### src/rtl/instr_fetch_issue.sv
// Fetch/issue front end: fetches words over req/ack, registers them, issues field slices over valid/ready.
// Optional macro COND_EXEC_EN squashes words that fail their ARM condition check in ISSUE.
module instr_fetch_issue #(
   parameter logic [31:0] RESET_PC    = 32'h0000_0000,
   parameter logic [31:0] PC_STEP     = 32'd4,
   parameter logic [3:0]  ACK_TIMEOUT = 4'd15
) (
   input  logic        clk,
   input  logic        reset,
   output logic [31:0] imem_addr,
   output logic        imem_req,
   input  logic        imem_ack,
   input  logic [31:0] imem_rdata,
   output logic        issue_valid,
   input  logic        issue_ready,
   output logic [3:0]  cond_out,
   output logic [1:0]  op_out,
   output logic [5:0]  nIPUBWL_out,
   output logic [3:0]  cmd_out,
   output logic        s_out,
   output logic [1:0]  bimm_out,
   output logic [3:0]  NZCV_out,
   input  logic [3:0]  alu_flags_in,
   input  logic        flags_we_in,
   input  logic        branch_taken_in,
   input  logic [31:0] branch_target_in,
   output logic        fetch_err
);

   typedef enum logic [1:0] {IDLE, REQ, WAIT, ISSUE} state_t;

   state_t      state, state_nxt;
   logic [31:0] pc;
   logic [31:0] ir;
   logic [3:0]  nzcv;
   logic [3:0]  ack_cnt;
   logic        latch_ir;
   logic        handshake;
   logic        squash;
   logic        unused_ir_bits;

`ifdef COND_EXEC_EN
   function automatic logic cond_pass(input logic [3:0] cond, input logic [3:0] f);
      logic n, z, c, v;
      {n, z, c, v} = f;
      case (cond)
         4'h0: cond_pass = z;
         4'h1: cond_pass = !z;
         4'h2: cond_pass = c;
         4'h3: cond_pass = !c;
         4'h4: cond_pass = n;
         4'h5: cond_pass = !n;
         4'h6: cond_pass = v;
         4'h7: cond_pass = !v;
         4'h8: cond_pass = c && !z;
         4'h9: cond_pass = !c || z;
         4'hA: cond_pass = (n == v);
         4'hB: cond_pass = (n != v);
         4'hC: cond_pass = !z && (n == v);
         4'hD: cond_pass = z || (n != v);
         4'hE: cond_pass = 1'b1;
         default: cond_pass = 1'b0;
      endcase
   endfunction
`endif

   always_comb begin
      state_nxt   = state;
      imem_req    = 1'b0;
      issue_valid = 1'b0;
      fetch_err   = 1'b0;
      latch_ir    = 1'b0;
      handshake   = 1'b0;
      squash      = 1'b0;
      case (state)
         IDLE: state_nxt = REQ;
         REQ: begin
            imem_req = 1'b1;
            if (imem_ack) begin
               latch_ir  = 1'b1;
               state_nxt = ISSUE;
            end else begin
               state_nxt = WAIT;
            end
         end
         WAIT: begin
            imem_req = 1'b1;
            if (imem_ack) begin
               latch_ir  = 1'b1;
               state_nxt = ISSUE;
            end else if (ack_cnt == ACK_TIMEOUT - 4'd1) begin
               // Last allowed WAIT cycle: flag the timeout and retry the same PC.
               fetch_err = 1'b1;
               state_nxt = REQ;
            end
         end
         ISSUE: begin
`ifdef COND_EXEC_EN
            if (!cond_pass(ir[31:28], nzcv)) begin
               squash    = 1'b1;
               state_nxt = REQ;
            end else begin
               issue_valid = 1'b1;
               if (issue_ready) begin
                  handshake = 1'b1;
                  state_nxt = REQ;
               end
            end
`else
            issue_valid = 1'b1;
            if (issue_ready) begin
               handshake = 1'b1;
               state_nxt = REQ;
            end
`endif
         end
         default: state_nxt = IDLE;
      endcase
   end

   always_ff @(posedge clk or posedge reset) begin
      if (reset) begin
         state   <= IDLE;
         pc      <= RESET_PC;
         ir      <= 32'h0;
         nzcv    <= 4'h0;
         ack_cnt <= 4'h0;
      end else begin
         state   <= state_nxt;
         ack_cnt <= (state == WAIT) ? ack_cnt + 4'd1 : 4'd0;
         if (latch_ir)
            ir <= imem_rdata;
         if (handshake) begin
            pc <= branch_taken_in ? branch_target_in : pc + PC_STEP;
            if (flags_we_in)
               nzcv <= alu_flags_in;
         end else if (squash) begin
            pc <= pc + PC_STEP;
         end
      end
   end

   assign imem_addr      = pc;
   assign cond_out       = ir[31:28];
   assign op_out         = ir[27:26];
   assign nIPUBWL_out    = ir[25:20];
   assign cmd_out        = ir[24:21];
   assign s_out          = ir[20];
   assign bimm_out       = ir[25:24];
   assign NZCV_out       = nzcv;
   assign unused_ir_bits = ^ir[19:0];

endmodule
### config.mk
export PLATFORM = sky130hd
export DESIGN_NAME = instr_fetch_issue
export DESIGN_NICKNAME = d
export VERILOG_FILES = /design/src/rtl/instr_fetch_issue.sv
export SDC_FILE = /design/constraint.sdc
export NUM_CORES = 1
export LEC_CHECK = 0
export ABC_AREA = 1
export CORE_UTILIZATION = 41
export CTS_BUF_LIST = sky130_fd_sc_hd__clkbuf_2 sky130_fd_sc_hd__clkbuf_4 sky130_fd_sc_hd__clkbuf_8
export DETAILED_ROUTE_END_ITERATION = 6
export GPL_ROUTABILITY_DRIVEN = 0
export GPL_TIMING_DRIVEN = 0
export PLACE_DENSITY_LB_ADDON = 0.08
export SYNTH_ARGS = -nofsm -noshare
export SYNTH_HDL_FRONTEND = slang
export SYNTH_SLANG_ARGS = --single-unit
### constraint.sdc
create_clock -name clk -period 1.55 [get_ports clk]
set_input_delay 0.31 -clock clk [delete_from_list [all_inputs] [get_ports clk]]
set_output_delay 0.31 -clock clk [all_outputs]
set_load 0.1 [all_outputs]
# == Yosys cells after proc, flatten, opt, wreduce, memory -nomap -nowiden ==
# Cells that the tools add are included.
# totals
n_memories,0
latch_bits,0
word_cells,33
in_bits,74
romBits,0
ram_bits,0
regBits,74
out_inout_bits,58
# op_classes
order_cmp,0
multipliers,0
reduce_logical,4
eq_ne,6
bitwise,0
n_div,0
addsub,2
shift,0
mux,16
# ops
op,count
"adder 32 x 3 -> 32 bit, second input constant",1
two-way mux 32 bit,1
two-way mux 1 bit,10
case mux 2 bit (4 select lines),1
two-way mux 2 bit,3
"adder 4 x 1 -> 4 bit, second input constant",1
"== test 2 bit, second input constant",2
"== test 4 bit, second input constant",1
two-way mux 4 bit,1
AND reduction 2 bit,2
"!= test 3 bit, second input constant",1
"== test 2 x 1 -> 1 bit, second input constant",1
logical NOT 2 bit,1
"!= test 2 bit, second input constant",1
OR reduction 2 bit,1

# == Logic depth before layout (Yosys ltp) ==
# Gate-level depths: netlist of run 1.
# logic_depth
ltp_word,4
depth_mapped,10
depth_no_buf,10

# == Worst setup path before layout of run 1 ==
# No wires, ideal clock.
# synth_path
path_type,register to output
startpoint,reg state[0]
endpoint,out fetch_err
setup_slack_ps,-1560
path_stages_with_launch,5
t_arrival_ps,2800
n_path_buf,0
t_required_ps,1240
path_cell_list,dfrtp_1 -> inv_1 -> ha_1 -> inv_1 -> nor3_1
# synth_between
elab_chain_cells,2
# synth_rtl
element,line_no,source
start: declaration,32,"state_t state, state_nxt;"
start signal: assignment,129,state <= state_nxt;
== test 2 bit,75,case (state)
two-way mux 1 bit,75,
end: declaration,27,output logic fetch_err
# No other way between the ends.

# == Final worst setup path of run 1 ==
# layout_path
startpoint,reg ack_cnt[0]
endpoint,out fetch_err
# layout_between
elab_chain_cells,4
# layout_rtl
element,line_no,source
start: declaration,36,logic [3:0] ack_cnt;
start signal: assignment,130,ack_cnt <= (state == WAIT) ? ack_cnt + 4'd1 : 4'd0;
== test 4 bit,91,end else if (ack_cnt == ACK_TIMEOUT - 4'd1) begin
two-way mux 1 bit,91,
two-way mux 1 bit,88,if (imem_ack) begin
two-way mux 1 bit,75,
# No other way between the ends.

==> impl_metrics.yaml, run 1 <==
sta:
  fmax_mhz: 562
  rsz0062_at_grt: "true"
  tns_ns: -0.410
  skew_ns: 0.00917
  worstMarginPinSlew_ns: 0.529
  max_slew_margin_pct: 64.7
  slew_viol_final: 0
  period_share_pct: 115
  setup_viol: 12
  min_period_ns: 1.78
  layout_setup_ws_ns: -0.229
  finalHoldViolations: 0
detailed_routing:
  drc: 0
  antenna_left: 0
  wl_per_cell_um: 13.8
  first_iter_violations: 184
  vias: 3526
  viasPerCell: 5.02
  drt_wl_total_um: 9690
  dr.pass1.iters: 4
synth:
  yosysUniqueCellTypes: 30
  yosys-top-cells-area: "dfrtp_1 (40%), nand2_1 (16%), nor2_1 (7.0%)"
  synth_area_sq_mm: 0.00340
  synth_top_area_share_pct: 39.7
  synth-async-reset-ratio_pct: 100
  syn_inst: 469
  synth_largest_area_cell: "dfrtp_1"
  synth-main-ff-cell: "dfrtp_1"
  synth_edf_count: 0
  synth.ff_latch_count: 54
  ys_warn_count: 0
  yosysSeqAreaShare_pct: 39.7
  synth_area_per_cell_sq_um: 7.25
  synth_nets: 549
floorplan:
  die_x_um: 93.1
  die_y_um: 93.1
  dieArea_sq_mm: 0.00866
  start_util_pct: 43.1
  rows: 32
  core_sq_mm: 0.00789
  ios: 132
worst_setup_path:
  cp-start-kind: "register"
  path_buf_inv: 2
  crit_family: "flip-flops"
  worst-path-max-fanout: 2
  slowest_stage: "dfrtp_1"
  critPathArrivalTime_ns: 1.47
  cp_cell_sequence: "inv_1 -> ha_1 -> nand3_2 -> nor3_4 -> buf_12"
  required_ns: 1.24
  end_kind: "primary output"
  reg2reg_slack_ns: -0.02
  path_class: "register to primary output"
  cpPeakStageDelay_ns: 0.39
global_route:
  grt_pass1_wl_um: 15900
  antenna_found_initial: 0
  grt_pass1_vias: 3451
  overflow: 0
  grt_usage_pct: 23.2
  grt_start_max_net_pins: 55
status:
  violations: "setup timing"
  status: "finished with violations"
job:
  maxCapViolations: 0
final_layout:
  drive_above_1_share_pct: 32.8
  nets: 680
  final_cell_mix: "nand2_1 (139), nor2_1 (55), clkdlybuf4s50_1 (52)"
  final_common_cell: "nand2_1"
  areaGrowthSynthToFinish_pct: 43.2
  final_cell_area_sq_mm: 0.00487
  fillers: 727
  utilization_pct: 61.7
  num_antenna_cells: 0
clock_network:
  htree_levels: 2
  hold_buffers: 0
  cts_tree: "yes"
  cts_sinks: 54
  cts-root-buf: "clkbuf_8"
  cts_buffers: 5
  clkLatencyLatePin_ns: 0.32
  cts_buffer_depth: 2
  path_clk_slew_ns: 0.11
min_path:
  hp-class: "input pin to asynchronous set/reset pin"
placed_design:
  dp_hpwl_um: 7030
  io_buffer_count: 110
  placed_cell_area_sq_mm: 0.00474
final timing paths:
kind,from,endpoint,cells past startpoint
worst max-delay path,ack_cnt[0],fetch_err,5
worst min-delay path,reset,ir[24],2
worst max register to register,state[1],ir[24],5
worst min register to register,imem_addr[1],imem_addr[1],2
max in group asynchronous,reset,imem_addr[4],3
min in group clk,branch_taken_in,imem_addr[13],5
cell type report:
cell class              instances  area (sq um)  area share [%]
inverters                      51           201            4.14
multi-input cells             344          1910            39.2
repair buffers                124          1000            20.6
clock buffers                   5          68.8            1.41
plain buffers                  20           145            2.98
clock inverters                 3          25.0           0.514
well taps                     102           128            2.62
flip-flops and latches         54          1390            28.5
metrics by stage:
| stage | cells | setup WS, ns | hold WS, ns |
|---|---|---|---|
| after floorplan | 469 | -0.432 | 0.377 |
| after global placement | 681 | -0.957 | 0.458 |
| after detailed placement | 681 | -0.964 | 0.471 |
| after CTS | 694 | -0.226 | 0.363 |
| after global routing | 703 | -0.321 | 0.336 |
| final | 703 | -0.229 | 0.307 |
synth_stat cells, types with 6 or more instances:
| library cell | n |
|---|---|
| clkbuf_1 | 6 |
| dfrtp_1 | 54 |
| ha_1 | 6 |
| o21ai_0 | 14 |
| inv_1 | 49 |
| a21oi_1 | 27 |
| nand2_1 | 147 |
| nand3_1 | 31 |
| buf_4 | 10 |
| o211ai_1 | 8 |
| nor2_1 | 63 |
| mux2_2 | 16 |
repair_timing:
action | CTS | global route
setup buffers | 5 | 8
resized for setup | 303 | 55
setup endpoints to repair | 103 | 62
gates cloned | 0 | 0
pin swaps | 2 | 12
worst register-to-register path: cells and delay by family, from the launching register on:
kind	cells	cell delay (ns)
buffers and inverters	2	0.27
and+or+nand+nor	1	0.13
DFF	1	0.44
muxes	1	0.34
adders and majority gates	1	0.29
metal layers:
metal	part of all wire [%]	routed length (um)	track usage (%)	up-vias
met5	0	0	0	-
met4	1.6	153	6.41	0
met3	7.8	759	5.45	17
met2	49	4700	39.6	119
met1	42	4080	29.4	1654
li1	-	-	-	1736
registers in the layout (all words and copies together) (netlist names):
register and flops:
ir 12, state 2, ack_cnt 4, imem_addr 32, NZCV_out 4
cells by family after synthesis:
family / share of synthesized area [%]
simple gates: 34.5
compound gates: 8.87
buf+inv: 9.09
flops: 39.7
xor+xnor: 0.258
mux: 5.30
fa+ha+maj: 2.21
Power of run 1 is left out: the tool's default activity adds up to more than one toggle a clock period on the data nets, which glitch-free logic cannot reach.
==> inputs of run 2 (changes only) <==
--- a/config.mk
+++ b/config.mk
@@ -11,7 +11,7 @@
 export DETAILED_ROUTE_END_ITERATION = 6
 export GPL_ROUTABILITY_DRIVEN = 0
 export GPL_TIMING_DRIVEN = 0
-export PLACE_DENSITY_LB_ADDON = 0.08
+export PLACE_DENSITY_LB_ADDON = 0.12
 export SYNTH_ARGS = -nofsm -noshare
 export SYNTH_HDL_FRONTEND = slang
 export SYNTH_SLANG_ARGS = --single-unit
==> impl_metrics.yaml, run 2 (synthesis gave the netlist of run 1 again) <==
clock_network:
  cts_buffers: 5
  cts-root-buf: "clkbuf_8"
  path_clk_slew_ns: 0.11
  cts_buffer_depth: 2
  cts_tree: "yes"
  cts_sinks: 54
  htree_levels: 2
  hold_buffers: 0
  clkLatencyLatePin_ns: 0.32
min_path:
  hp-class: "input pin to asynchronous set/reset pin"
job:
  maxCapViolations: 0
sta:
  hold_slack_ns: 0.321
  rsz0062_at_grt: "true"
  min_period_ns: 1.77
  max_slew_margin_pct: 62.2
  layout_setup_ws_ns: -0.221
  tns_ns: -0.340
  skew_ns: 0.00758
  finalHoldViolations: 0
  setup_viol: 3
  period_share_pct: 114
  slew_viol_final: 0
  fmax_mhz: 565
  worstMarginPinSlew_ns: 0.567
detailed_routing:
  antenna_left: 0
  first_iter_violations: 184
  drt_wl_total_um: 9630
  wl_per_cell_um: 13.6
  vias: 3520
  drc: 0
  viasPerCell: 4.97
  dr.pass1.iters: 4
global_route:
  grtUsageMet1_pct: 28.7
  grt_usage_pct: 22.4
  top_usage_layer: "met2"
  overflow: 0
  grtUsageMet2_pct: 38.5
  met3_usage_pct: 4.80
  grt_pass1_wl_um: 15300
  antenna_found_initial: 0
  grt_start_max_net_pins: 55
  grt_pass1_vias: 3233
final_layout:
  nets: 685
  final_common_cell: "nand2_1"
  drive_above_1_share_pct: 32.8
  num_antenna_cells: 0
  largest_reg_flops: 32
  finalNonFillerCells: 708
  areaGrowthSynthToFinish_pct: 44.1
  fillers: 719
  final_cell_mix: "nand2_1 (142), nor2_1 (55), clkdlybuf4s50_1 (52)"
  utilization_pct: 62.1
worst_setup_path:
  cpPeakStageDelay_ns: 0.39
  reg2reg_slack_ns: 0
  required_ns: 1.24
  end_kind: "primary output"
  rr_endpoint: "ir[20]"
  path_class: "register to primary output"
  slowest_stage: "dfrtp_1"
  timing.rr.start: "state[1]"
  rr_worst_depth: 5
  cp_cell_sequence: "inv_1 -> ha_1 -> nand3_2 -> nor3_4 -> buf_12"
  worst-path-max-fanout: 2
  cp-start-kind: "register"
  critPathArrivalTime_ns: 1.46
floorplan:
  ios: 132
  dieArea_sq_mm: 0.00866
  core_sq_mm: 0.00789
  die_y_um: 93.1
  rows: 32
  die_x_um: 93.1
  start_util_pct: 43.1
placed_design:
  io_buffer_count: 110
  dp_cells: 681
  dp_hpwl_um: 7020
status:
  status: "finished with violations"
  violations: "setup timing"
-- run 2: cell count changes in the layout (fill, tap and decap cells not counted), moves of 2 or more --
cell,change
buf_4,+8
or2_4,+2
clkinv_4,+2
or2_2,-2
a21oi_2,+2
a21oi_1,-2
clkbuf_4,-3
nand2_1,+3
nand2_2,-2
clkbuf_2,+2
-- run 2: final cells by class --
cell class	instances	area, sq um	share of cell area (%)
buffer	20	143	2.91
inverter	51	201	4.11
clock inverter	3	26.3	0.536
clock buffer	5	68.8	1.40
timing repair buffer	129	1030	21.1
sequential	54	1390	28.3
tap	102	128	2.60
multi-input combinational	344	1910	39.0
-- run 2: how the worst max path moves through the flow --
stage	depth (start not counted)	slack [ns]	start	to
2_1_floorplan	5	-0.43	state[1]	ir[24]
6_report	5	-0.22	ack_cnt[0]	fetch_err
4_1_cts	5	-0.23	ack_cnt[0]	fetch_err
5_1_grt	5	-0.28	ack_cnt[0]	fetch_err
3_3_place_gp	3	-0.94	imem_ack	fetch_err
3_5_place_dp	3	-0.95	imem_ack	fetch_err
-- run 2: what timing repair did --
| item | 4_1_cts | 5_1_grt |
|---|---|---|
| endpoints found under the setup margin | 104 | 48 |
| gates resized for setup | 308 | 44 |
| setup buffers | 6 | 12 |
| gates cloned | 0 | 0 |
| pin swaps | 2 | 12 |
-- run 2: metal layers --
layer  up-vias  wire length, um
met4         0               97
li1       1748                -
met5         -                0
met1      1652             4070
met3        10              703
met2       110             4750
-- run 2: metrics by stage --
stage	setup slack, ns	cell area, sq um
6_report	-0.221	4900
5_1_grt	-0.276	4900
4_1_cts	-0.231	4720
3_5_place_dp	-0.946	4740
3_3_place_gp	-0.942	4740
2_1_floorplan	-0.432	3510
-- run 2: worst max-delay path, delay by kind of cell, from the launching register on --
family / cells / cell delay, ns
flip-flops: 1 / 0.39
buffers and inverters: 2 / 0.26
adder cells (fa/ha/maj): 1 / 0.15
AND/OR/NAND/NOR: 2 / 0.34
Power of run 2 is left out for the same reason.
